`config.mk`:
```
export PLATFORM = sky130hd
export DESIGN_NAME = dcache_assoc
export DESIGN_NICKNAME = d
export VERILOG_FILES = /design/src/rtl/dcache_assoc.sv
export SDC_FILE = /design/constraint.sdc
export NUM_CORES = 1
export LEC_CHECK = 0
export BUFFER_PORTS_ARGS = -buffer_cell sky130_fd_sc_hd__buf_4
export CAP_MARGIN = 20
export CORE_UTILIZATION = 65
export CTS_CLUSTER_SIZE = 14
export DETAILED_ROUTE_END_ITERATION = 10
export HOLD_SLACK_MARGIN = 0.12
export PLACE_DENSITY = 0.83
export SYNTH_ARGS = -nofsm -noshare
export SYNTH_HDL_FRONTEND = slang
export SYNTH_SLANG_ARGS = --single-unit
```
`constraint.sdc`:
```
create_clock -name clk -period 10.5 [get_ports clk]
set_clock_uncertainty 0.05 [all_clocks]
set_input_delay 0.525 -clock clk [delete_from_list [all_inputs] [get_ports clk]]
set_output_delay 0.525 -clock clk [all_outputs]
set_load 0.005 [all_outputs]
```
`src/rtl/dcache_assoc.sv`:
```
// dcache_assoc: N-way set-associative per-core data cache between the LSU
// and the data memory controller. One word per line, one request in flight.
// Reads allocate on miss (victim = lowest invalid way, else the set's
// round-robin pointer). Writes are write-through, no-write-allocate; a write
// hit updates the cached word in place.
//
// Ports:
//   clk, reset               clock, asynchronous active-high reset
//   lsu_read_*               LSU read request / address / valid / data
//   lsu_write_*              LSU write request / address / data / ack
//   mem_read_*               memory read valid / address / ready / data
//   mem_write_*              memory write valid / address / data / ready
//   stat_* (DCACHE_STATS_EN) 32-bit saturating read-hit / read-miss / write counters
//
// Optional feature: define DCACHE_STATS_EN to add the statistics outputs.
module dcache_assoc #(
   parameter int DATA_MEM_ADDR_BITS = 8,
   parameter int DATA_MEM_DATA_BITS = 8,
   parameter int NUM_SETS           = 8,
   parameter int NUM_WAYS           = 4
) (
   input  logic                          clk,
   input  logic                          reset,
   input  logic                          lsu_read_request,
   input  logic [DATA_MEM_ADDR_BITS-1:0] lsu_read_address,
   output logic                          lsu_read_valid,
   output logic [DATA_MEM_DATA_BITS-1:0] lsu_read_data,
   input  logic                          lsu_write_request,
   input  logic [DATA_MEM_ADDR_BITS-1:0] lsu_write_address,
   input  logic [DATA_MEM_DATA_BITS-1:0] lsu_write_data,
   output logic                          lsu_write_ack,
   output logic                          mem_read_valid,
   output logic [DATA_MEM_ADDR_BITS-1:0] mem_read_address,
   input  logic                          mem_read_ready,
   input  logic [DATA_MEM_DATA_BITS-1:0] mem_read_data,
   output logic                          mem_write_valid,
   output logic [DATA_MEM_ADDR_BITS-1:0] mem_write_address,
   output logic [DATA_MEM_DATA_BITS-1:0] mem_write_data,
   input  logic                          mem_write_ready
`ifdef DCACHE_STATS_EN
   ,
   output logic [31:0]                   stat_read_hits,
   output logic [31:0]                   stat_read_misses,
   output logic [31:0]                   stat_writes
`endif
);

   localparam int IDX_BITS = $clog2(NUM_SETS);
   localparam int TAG_BITS = DATA_MEM_ADDR_BITS - IDX_BITS;
   localparam int WAY_BITS = (NUM_WAYS > 1) ? $clog2(NUM_WAYS) : 1;

   localparam logic [2:0] IDLE    = 3'd0;
   localparam logic [2:0] RD_MISS = 3'd1;
   localparam logic [2:0] WR_MEM  = 3'd2;
   localparam logic [2:0] RESP_RD = 3'd3;
   localparam logic [2:0] RESP_WR = 3'd4;

   logic [2:0]                          state_q;
   logic [NUM_SETS-1:0][NUM_WAYS-1:0]   valid_q;
   logic [NUM_SETS-1:0][WAY_BITS-1:0]   rr_q;
   logic [TAG_BITS-1:0]                 tag_q  [NUM_SETS][NUM_WAYS];
   logic [DATA_MEM_DATA_BITS-1:0]       data_q [NUM_SETS][NUM_WAYS];

   logic                                rd_valid_q, wr_ack_q, mem_rd_valid_q, mem_wr_valid_q;
   logic [DATA_MEM_DATA_BITS-1:0]       rd_data_q, mem_wr_data_q;
   logic [DATA_MEM_ADDR_BITS-1:0]       mem_rd_addr_q, mem_wr_addr_q;

   // Lookup address: the incoming request in IDLE (read wins), otherwise the
   // outstanding miss address so the fill lands in the right set.
   logic [DATA_MEM_ADDR_BITS-1:0]       lk_addr;
   logic [IDX_BITS-1:0]                 lk_idx;
   logic [TAG_BITS-1:0]                 lk_tag;
   logic                                hit, any_inv;
   logic [WAY_BITS-1:0]                 hit_way, inv_way, victim;

   always_comb begin
      if (state_q == IDLE)
         lk_addr = lsu_read_request ? lsu_read_address : lsu_write_address;
      else
         lk_addr = mem_rd_addr_q;
   end
   assign lk_idx = lk_addr[IDX_BITS-1:0];
   assign lk_tag = lk_addr[DATA_MEM_ADDR_BITS-1:IDX_BITS];

   // Descending scan so the lowest-numbered invalid way wins.
   always_comb begin
      hit     = 1'b0;
      hit_way = '0;
      any_inv = 1'b0;
      inv_way = '0;
      for (int w = NUM_WAYS - 1; w >= 0; w--) begin
         if (valid_q[lk_idx][w] && tag_q[lk_idx][w] == lk_tag) begin
            hit     = 1'b1;
            hit_way = w[WAY_BITS-1:0];
         end
         if (!valid_q[lk_idx][w]) begin
            any_inv = 1'b1;
            inv_way = w[WAY_BITS-1:0];
         end
      end
      victim = any_inv ? inv_way : rr_q[lk_idx];
   end

   logic rd_hit_go, rd_miss_go, wr_go, fill_en, wr_hit_en;
   assign rd_hit_go  = (state_q == IDLE) && lsu_read_request && hit;
   assign rd_miss_go = (state_q == IDLE) && lsu_read_request && !hit;
   assign wr_go      = (state_q == IDLE) && !lsu_read_request && lsu_write_request;
   assign fill_en    = (state_q == RD_MISS) && mem_read_ready;
   assign wr_hit_en  = wr_go && hit;

   // Tag/data storage needs no reset: valid bits gate every use.
   always_ff @(posedge clk) begin
      if (fill_en) begin
         tag_q[lk_idx][victim]  <= lk_tag;
         data_q[lk_idx][victim] <= mem_read_data;
      end else if (wr_hit_en) begin
         data_q[lk_idx][hit_way] <= lsu_write_data;
      end
   end

   always_ff @(posedge clk or posedge reset) begin
      if (reset) begin
         state_q        <= IDLE;
         valid_q        <= '0;
         rr_q           <= '0;
         rd_valid_q     <= 1'b0;
         rd_data_q      <= '0;
         wr_ack_q       <= 1'b0;
         mem_rd_valid_q <= 1'b0;
         mem_rd_addr_q  <= '0;
         mem_wr_valid_q <= 1'b0;
         mem_wr_addr_q  <= '0;
         mem_wr_data_q  <= '0;
      end else begin
         case (state_q)
            IDLE: begin
               if (rd_hit_go) begin
                  rd_data_q  <= data_q[lk_idx][hit_way];
                  rd_valid_q <= 1'b1;
                  state_q    <= RESP_RD;
               end else if (rd_miss_go) begin
                  mem_rd_addr_q  <= lsu_read_address;
                  mem_rd_valid_q <= 1'b1;
                  state_q        <= RD_MISS;
               end else if (wr_go) begin
                  mem_wr_addr_q  <= lsu_write_address;
                  mem_wr_data_q  <= lsu_write_data;
                  mem_wr_valid_q <= 1'b1;
                  state_q        <= WR_MEM;
               end
            end
            RD_MISS: begin
               if (mem_read_ready) begin
                  mem_rd_valid_q         <= 1'b0;
                  valid_q[lk_idx][victim] <= 1'b1;
                  // Pointer only advances when it actually chose the victim.
                  if (!any_inv && NUM_WAYS > 1)
                     rr_q[lk_idx] <= rr_q[lk_idx] + 1'b1;
                  rd_data_q  <= mem_read_data;
                  rd_valid_q <= 1'b1;
                  state_q    <= RESP_RD;
               end
            end
            WR_MEM: begin
               if (mem_write_ready) begin
                  mem_wr_valid_q <= 1'b0;
                  wr_ack_q       <= 1'b1;
                  state_q        <= RESP_WR;
               end
            end
            RESP_RD: begin
               if (!lsu_read_request) begin
                  rd_valid_q <= 1'b0;
                  state_q    <= IDLE;
               end
            end
            RESP_WR: begin
               if (!lsu_write_request) begin
                  wr_ack_q <= 1'b0;
                  state_q  <= IDLE;
               end
            end
            default: state_q <= IDLE;
         endcase
      end
   end

   assign lsu_read_valid    = rd_valid_q;
   assign lsu_read_data     = rd_data_q;
   assign lsu_write_ack     = wr_ack_q;
   assign mem_read_valid    = mem_rd_valid_q;
   assign mem_read_address  = mem_rd_addr_q;
   assign mem_write_valid   = mem_wr_valid_q;
   assign mem_write_address = mem_wr_addr_q;
   assign mem_write_data    = mem_wr_data_q;

`ifdef DCACHE_STATS_EN
   logic [31:0] hits_q, misses_q, writes_q;
   always_ff @(posedge clk or posedge reset) begin
      if (reset) begin
         hits_q   <= '0;
         misses_q <= '0;
         writes_q <= '0;
      end else begin
         if (rd_hit_go  && hits_q   != 32'hFFFF_FFFF) hits_q   <= hits_q + 32'd1;
         if (rd_miss_go && misses_q != 32'hFFFF_FFFF) misses_q <= misses_q + 32'd1;
         if (wr_go      && writes_q != 32'hFFFF_FFFF) writes_q <= writes_q + 32'd1;
      end
   end
   assign stat_read_hits   = hits_q;
   assign stat_read_misses = misses_q;
   assign stat_writes      = writes_q;
`endif

endmodule

```
* Word level (Yosys, flattened, before mapping)
Memory sizes are Yosys's and may differ from the RTL's. Index checks and enable logic that the tools add are counted.
Word-level totals: bits in registers 87, bits in writable memories 416, memories kept 2
Cells by class: $add $sub $neg 1, magnitude comparators 8, equality and inequality tests 18, muxes and demuxes 104, bitwise logic cells 38, reductions and logical operators 32
Memories:
- data_q | depth 8, width 32, rd ports 1, clocked after memory_dff 0, write ports 1, line 62 | logic [DATA_MEM_DATA_BITS-1:0] data_q [NUM_SETS][NUM_WAYS];
- tag_q | depth 8, width 20, rd ports 1, clocked after memory_dff 0, write ports 1, line 61 | logic [TAG_BITS-1:0] tag_q [NUM_SETS][NUM_WAYS];
Operator list (count):
- 32-bit 2-to-1 mux | 2
- 8-bit 2-to-1 mux | 8
- 1-bit 2-to-1 mux | 56
- 8-bit demux with 2-bit select | 2
- 1-bit OR | 32
- 32-bit OR | 1
- 2-bit 2-to-1 mux | 11
- 3-bit 2-to-1 mux | 7
- 5-bit equality test | 4
- 20-bit 2-to-1 mux | 1
- 2-bit inequality test, second input constant | 9
- 8-bit binary-select mux with 2-bit select | 1
- 16-bit bitwise mux | 1
- 8-bit case mux with 2 select lines | 1
- 1-bit logical AND | 15
- 3-bit case mux with 5 select lines | 1
- 4-bit binary-select mux with 3-bit select | 1
- 4-bit demux with 3-bit select | 1
- 3-bit AND reduction | 4
- 4-bit AND reduction | 3
- 5-bit demux with 2-bit select | 1
- 5-bit AND reduction | 2
- 4-bit 2-to-1 mux | 2
- 2-bit binary-select mux with 3-bit select | 1
- 23 further kinds | 34

* Logic depth before layout (Yosys ltp)
depth after elaboration 16, mapped depth 20, depth with buffers taken out 12

* Worst setup path after synthesis
Ideal clock, no wire load.
path type input port to flip-flop, from input lsu_read_request, to memory data_q[1][0] (netlist name), enable pin, setup time 370 ps, arrival 4534 ps, setup slack 5545 ps, stages 16, path buffers 5, path through buf_4 buf_2 mux2i_1 mux2i_1 a21oi_1 a22oi_1 a222oi_1 nand4bb_1 or4_1 clkbuf_1 nand2_1 or3_1 buf_2 and2_1 buf_2 nor2_1
Between the ends: elaborated cells on any way between the ends 53, classes of those cells 4 x order compare; 4 x eq/ne; 31 x mux; 3 x bitwise; 10 x reduce/logical; 1 x memory
RTL lines:
- start: declaration | line 24 | input logic lsu_read_request,
- 8-bit 2-to-1 mux * | line 78 | lk_addr = lsu_read_request ? lsu_read_address : lsu_write_address;
- 8-bit 2-to-1 mux * | line 77 | if (state_q == IDLE)
- via lk_addr[6] | line 70 | logic [DATA_MEM_ADDR_BITS-1:0] lk_addr;
- 5-bit equality test | line 92 | if (valid_q[lk_idx][w] && tag_q[lk_idx][w] == lk_tag) begin
- 1-bit logical AND | line 92
- 2-bit 2-to-1 mux (4 in a row) | line 92
- 2-bit inverter with 3-bit output (implied by the code) | line 117 | data_q[lk_idx][hit_way] <= lsu_write_data;
- 3-bit >= comparator (implied by the code) / 3-bit by 1-bit less-than comparator with 1-bit output (equally long branches) | line 117
- 1-bit logical AND (implied by the code) | line 117
- 8-bit 2-to-1 mux (implied by the code) | line 117
- 8-bit demux with 2-bit select | line 117
- 32-bit 2-to-1 mux (implied by the code) * | line 117
- 1-bit OR (no line) *
- end: declaration | line 62
Mark *: on every way through the listed nets, which the timed path passes. The rest lies on a longest branch. The select of a mux whose other input is x is not followed.

* Final worst setup path
from register state_q[0], to memory data_q[2][15] (netlist name), enable pin
Between the ends: longest elaborated chain between the ends 16, elaborated cells on any way between the ends 55, classes of those cells 4 x order compare; 5 x eq/ne; 31 x mux; 3 x bitwise; 11 x reduce/logical; 1 x memory
Ends and longest elaborated chain:
- start: declaration | line 58 | logic [2:0] state_q;
- start signal: assignment | line 123 | state_q <= IDLE;
- start signal: assignment | line 140 | state_q <= RESP_RD;
- start signal: assignment | line 144 | state_q <= RD_MISS;
- 3-bit zero test | line 77, 107
- 8-bit 2-to-1 mux | line 77
- memory read 8 x 20 bit / 4-bit binary-select mux with 3-bit select (equally long branches)
- 5-bit equality test / 4-bit 2-to-1 mux (equally long branches) | line 92, 96
- 1-bit logical AND (tied with other cells) | line 92
- 2-bit 2-to-1 mux (tied with other cells) (3 in a row) | line 92
- 2-bit 2-to-1 mux (on tied branches) | line 92, 101
- 2-bit inverter with 3-bit output (on tied branches) | line 117, 115
- 3-bit >= comparator (implied by the code) (tied with other cells) | line 117
- 1-bit logical AND (on tied branches) | line 117, 115
- 8-bit 2-to-1 mux (on tied branches) | line 117, 115
- 8-bit demux with 2-bit select (on tied branches) | line 117, 115
- 32-bit 2-to-1 mux (on tied branches) | line 117, 115
- 1-bit OR (no line)
Parallel ways exist; a longest one is shown, timed or not. The select of a mux whose other input is x is not followed.

==> results.md <==
Outcome:
- The flow ran to the end, and the final reports show no timing, DRC or antenna violations.

Synthesis:
- The synthesized netlist devotes 0% of its cell area to adder and majority cells.
- By area, the combinational part of the netlist is dominated by compound AO/OA/AOI/OAI gates.
- For this run, the leading register cell type out of synthesis is edfxtp_1.
- Yosys mapped a number of flops with a built-in enable equal to ~420.
- The fraction of the mapped netlist area in compound gates is 10.7%.
- Sequential cells were found to cover between 70% and 80% of the synthesized design area.
- The number of nets handed over by synthesis was 1500.
- The netlist area before placement is 20900 µm².
- The post-synthesis instance total is 1462.
- The warning count from the yosys run is 0.
- In the synthesized netlist the async set-or-reset flop fraction comes to roughly 17%.
- The mean area per synthesized cell is roughly 14 µm².
- The synthesized netlist devotes 0.251% of its cell area to XOR and XNOR gates.
- The synthesized flop and latch total is 503.
- The mux cell area share after synthesis is slightly below 7%.
- The netlist uses about 80 different library cells.
- Of the total synthesized cell area, the portion taken by AND, OR, NAND and NOR gates is between 9 and 10%.

Final layout:
- The library cell used most frequently in the layout, excluding fill and tap cells, is edfxtp_1.
- The non-filler instance count after layout is slightly below 2000.
- In the final design database the tool counted ~1600 nets.
- The area growth from synthesis to layout is 11.9%.
- Of the cells placed in the final design, the portion with a size suffix greater than 1 is between 10% and 20%.
- The finished cells cover roughly 23000 µm².
- Leaving out fill and tap cells, the most frequent cells in the layout are edfxtp_1, nand2_1, nor2_1.

STA:
- The time the worst path needs with I/O delays and setup is 6.41 ns.
- Setup violations remaining at the end of the flow were counted as 0.
- The number of failing hold endpoints at the final stage is 0.
- Hold is met by ~0.16 ns.
- Measured against its own limit, the worst slew margin works out to 23.0%.
- Setup repair after global routing left no endpoint under its margin.
- The count of final max-slew check failures came to 0.
- For the pin with the worst max-slew slack, the measured transition is 1.15 ns.
- The highest achievable clock rate is 156 MHz.
- The portion of the clock cycle consumed by the worst path in the final layout is between 60 and 70%.
- The final critical-path setup slack is about 4 ns.
- The final sum of negative setup slack is 0 ns.

Worst setup path:
- For the worst flop-to-flop path, the logic depth is 12.
- Of all nets on the critical path, the largest fanout is 70.
- STA classifies the critical path endpoint as a flop.
- For the worst setup path, the data arrival time is 6.54 ns.
- The critical path is of the flop to flop type.
- At the worst endpoint, the required time is between 10 and 15 ns.
- The kind of start point of the critical path is a flop.

Routing:
- The number of nets with antenna violations after detailed routing is 0.
- The pre-antenna-repair detailed-routing pass consisted of 7 iterations.
- For this run, design rule violations remaining after detail routing come to 0.
- The met3 wire length is about 7800 µm.
- For this block, wires on met1 add up to 20900 µm.
- The number of DRC markers in iteration 0 is approximately 2400.
- The highest layer touched by signal routing is met4.
- In the routed layout, each cell is associated on average with a via count of slightly above 7.
- The met2 wire length is 25800 µm.
- In the final routed layout, each cell accounts on average for 29.2 µm.
- The overall routed net length is roughly 57000 µm.
- The detailed-route via count is ~14000.

Clock tree:
- The number of buffers inserted by post-CTS setup repair is 0.
- CTS placed an instance of clkbuf_16 at the clock tree root.
- The post-cts gate resize count is 0.
- The number of H-tree branching levels is 2.
- The post-CTS clock slew at the launch and capture registers of the worst setup and hold paths is ~0.06 ns.
- The clock buffer count from CTS is between 40 and 50.
- TritonCTS built the clock tree.
- The number of buffers on the longest clock path is 3.
- The tree built by TritonCTS fans out to 503 sinks.
- The later pin in the worst-skew pair is clocked with a latency of 0.57 ns.

Placement:
- The placed instances occupy a cell area of around 22000 µm².
- In this run, placement finished with an instance count of about 1900.
- Before CTS, the worst setup slack after placement is ~4.3 ns.
- The port buffer count is between 70 and 80.
- The detailed placement HPWL is roughly 35000 µm.
- The global placer's final weighted congestion is between 1 and 1.5.

Pwr:
- The peak supply drop is 0.217 mV.
- For this design the static power due to leakage is approximately 8.4 nW.
- The total power per unit cell area is between 300 and 400 nW/µm².

Die:
- between 70 and 80 I/O pins were placed.
- The number of core rows is 65.
- The die extent in y is 181 µm.
- The effective utilization at floorplan is about two thirds.
- The die boundary width is ~180 µm.
- The area of the die is 32900 µm².
- The area of the core is ~32000 µm².

GRT:
- For this run the aggregate overflow at the end of global routing stands at 0.
- Entering global routing, the biggest net connects 73 pins.
- The number of antenna violations at the first check in global routing came to 1.
- The total routing resource utilization after global routing is a little over a third.
- The number of global-route vias before repair is approximately 14000.
- The first-pass GRT wire length is between 80000 and 90000 µm.

Job:
- The tool flagged a number of max-cap violations equal to 0.

Hold path:
- In this run the worst hold path is classified as primary input to flop.
- The worst hold path stage count is 2.
==> worst max-delay path, stage by stage (launching register included) <==
cell	delay, ns
dfrtp_1	0.57
nor3_4	0.86
mux2i_4	0.34
buf_4	0.39
buf_4	0.77
nand2_1	0.12
nand3_1	0.12
nand4_1	0.34
or2_0	0.34
or4_4	0.68
nor3_4	0.42
a21oi_2	0.17
nor2_1	0.78
==> power breakdown <==
group / leakage (nW) / internal, mW / total [mW] / switching, mW
combinational: 2.69 / 0.886 / 2.76 / 1.88
clock: 0.797 / 1.06 / 1.79 / 0.738
sequential: 4.87 / 2.47 / 2.60 / 0.129
==> stage by stage <==
| stage | power (mW) | util (%) |
|---|---|---|
| floorplan | 4.31 | - |
| global placement | 5.19 | 68.8 |
| detailed placement | 5.26 | 68.8 |
| CTS | 7.04 | 74.0 |
| global route | 7.35 | 74.0 |
| finish | 7.15 | 74.0 |
==> routing by layer <==
layer | up-vias | global-route usage (%)
met4 | 0 | 15.8
li1 | 5813 | -
met3 | 228 | 8.64
met2 | 1213 | 53.6
met5 | - | 0
met1 | 6861 | 49.4
==> registers in the layout (all words and copies together) (netlist names) <==
| signal | flops |
|---|---|
| data_q | 256 |
| lsu_read_data | 8 |
| lsu_read_valid | 1 |
| lsu_write_ack | 1 |
| mem_read_address | 8 |
| mem_read_valid | 1 |
| mem_write_address | 8 |
| mem_write_data | 8 |
| mem_write_valid | 1 |
| rr_q | 16 |
| state_q | 3 |
| tag_q | 160 |
| valid_q | 32 |
==> cell usage after synthesis (all sizes together), types with 7 or more instances <==
library cell,n,area share (%)
a22o,9,0.38
nor3,11,0.39
a22oi,39,1.4
dfrtp,87,10
edfxtp,416,60
buf,53,1.6
nand3b,7,0.25
a21oi,38,0.94
a221oi,26,1.1
or2,41,1.2
a32oi,11,0.46
nand2,172,3.1
inv,16,0.29
clkbuf,32,0.57
nor2,114,2.1
nand4,9,0.30
o221ai,7,0.29
o21a,7,0.25
a2111oi,7,0.38
o21ai,28,0.67
mux2,77,4.1
mux2i,57,2.7
o31ai,12,0.43
a222oi,43,2.1
nand3,41,0.98
a31oi,13,0.42
==> timing repair <==
action	CTS	global route
hold buffers	1	0
hold endpoints to repair	15	0
setup endpoints to repair	0	0
==> path summary, 6_finish.rpt <==
check / from / end / slack (ns)
max in group asynchronous: reset / valid_q[16]$_DFFE_PP0P_ / 8.70
worst min register to register: valid_q[12]$_DFFE_PP0P_ / valid_q[12]$_DFFE_PP0P_ / 0.41
worst max-delay path: state_q[0]$_DFFE_PP0P_ / data_q[2][15]$_DFFE_PP_ / 4.09
worst max register to register: state_q[0]$_DFFE_PP0P_ / data_q[2][15]$_DFFE_PP_ / 4.09
worst min-delay path: lsu_read_address[0] / mem_read_address[0]$_DFFE_PP0P_ / 0.16
min in group asynchronous: reset / mem_write_address[7]$_DFFE_PP0P_ / 0.40
==> cell families after synthesis <==
kind of cell / count (synthesis)
DFF: 503
muxes: 134
and+or+nand+nor: 430
buffers and inverters: 103
xor gates and xnor gates: 6
AOI/OAI and AO/OA: 286
==> cell type report <==
type / instances / area (µm²)
Fill cell: 1821 / 8230
Clock inverter: 37 / 387
Antenna cell: 1 / 2.50
Multi-Input combinational cell: 856 / 5790
Timing Repair Buffer: 97 / 731
Clock buffer: 53 / 1250
Sequential cell: 503 / 14700
Inverter: 18 / 70.1
Tap cell: 402 / 503
Note: power is estimated with default switching activity, not from simulation.
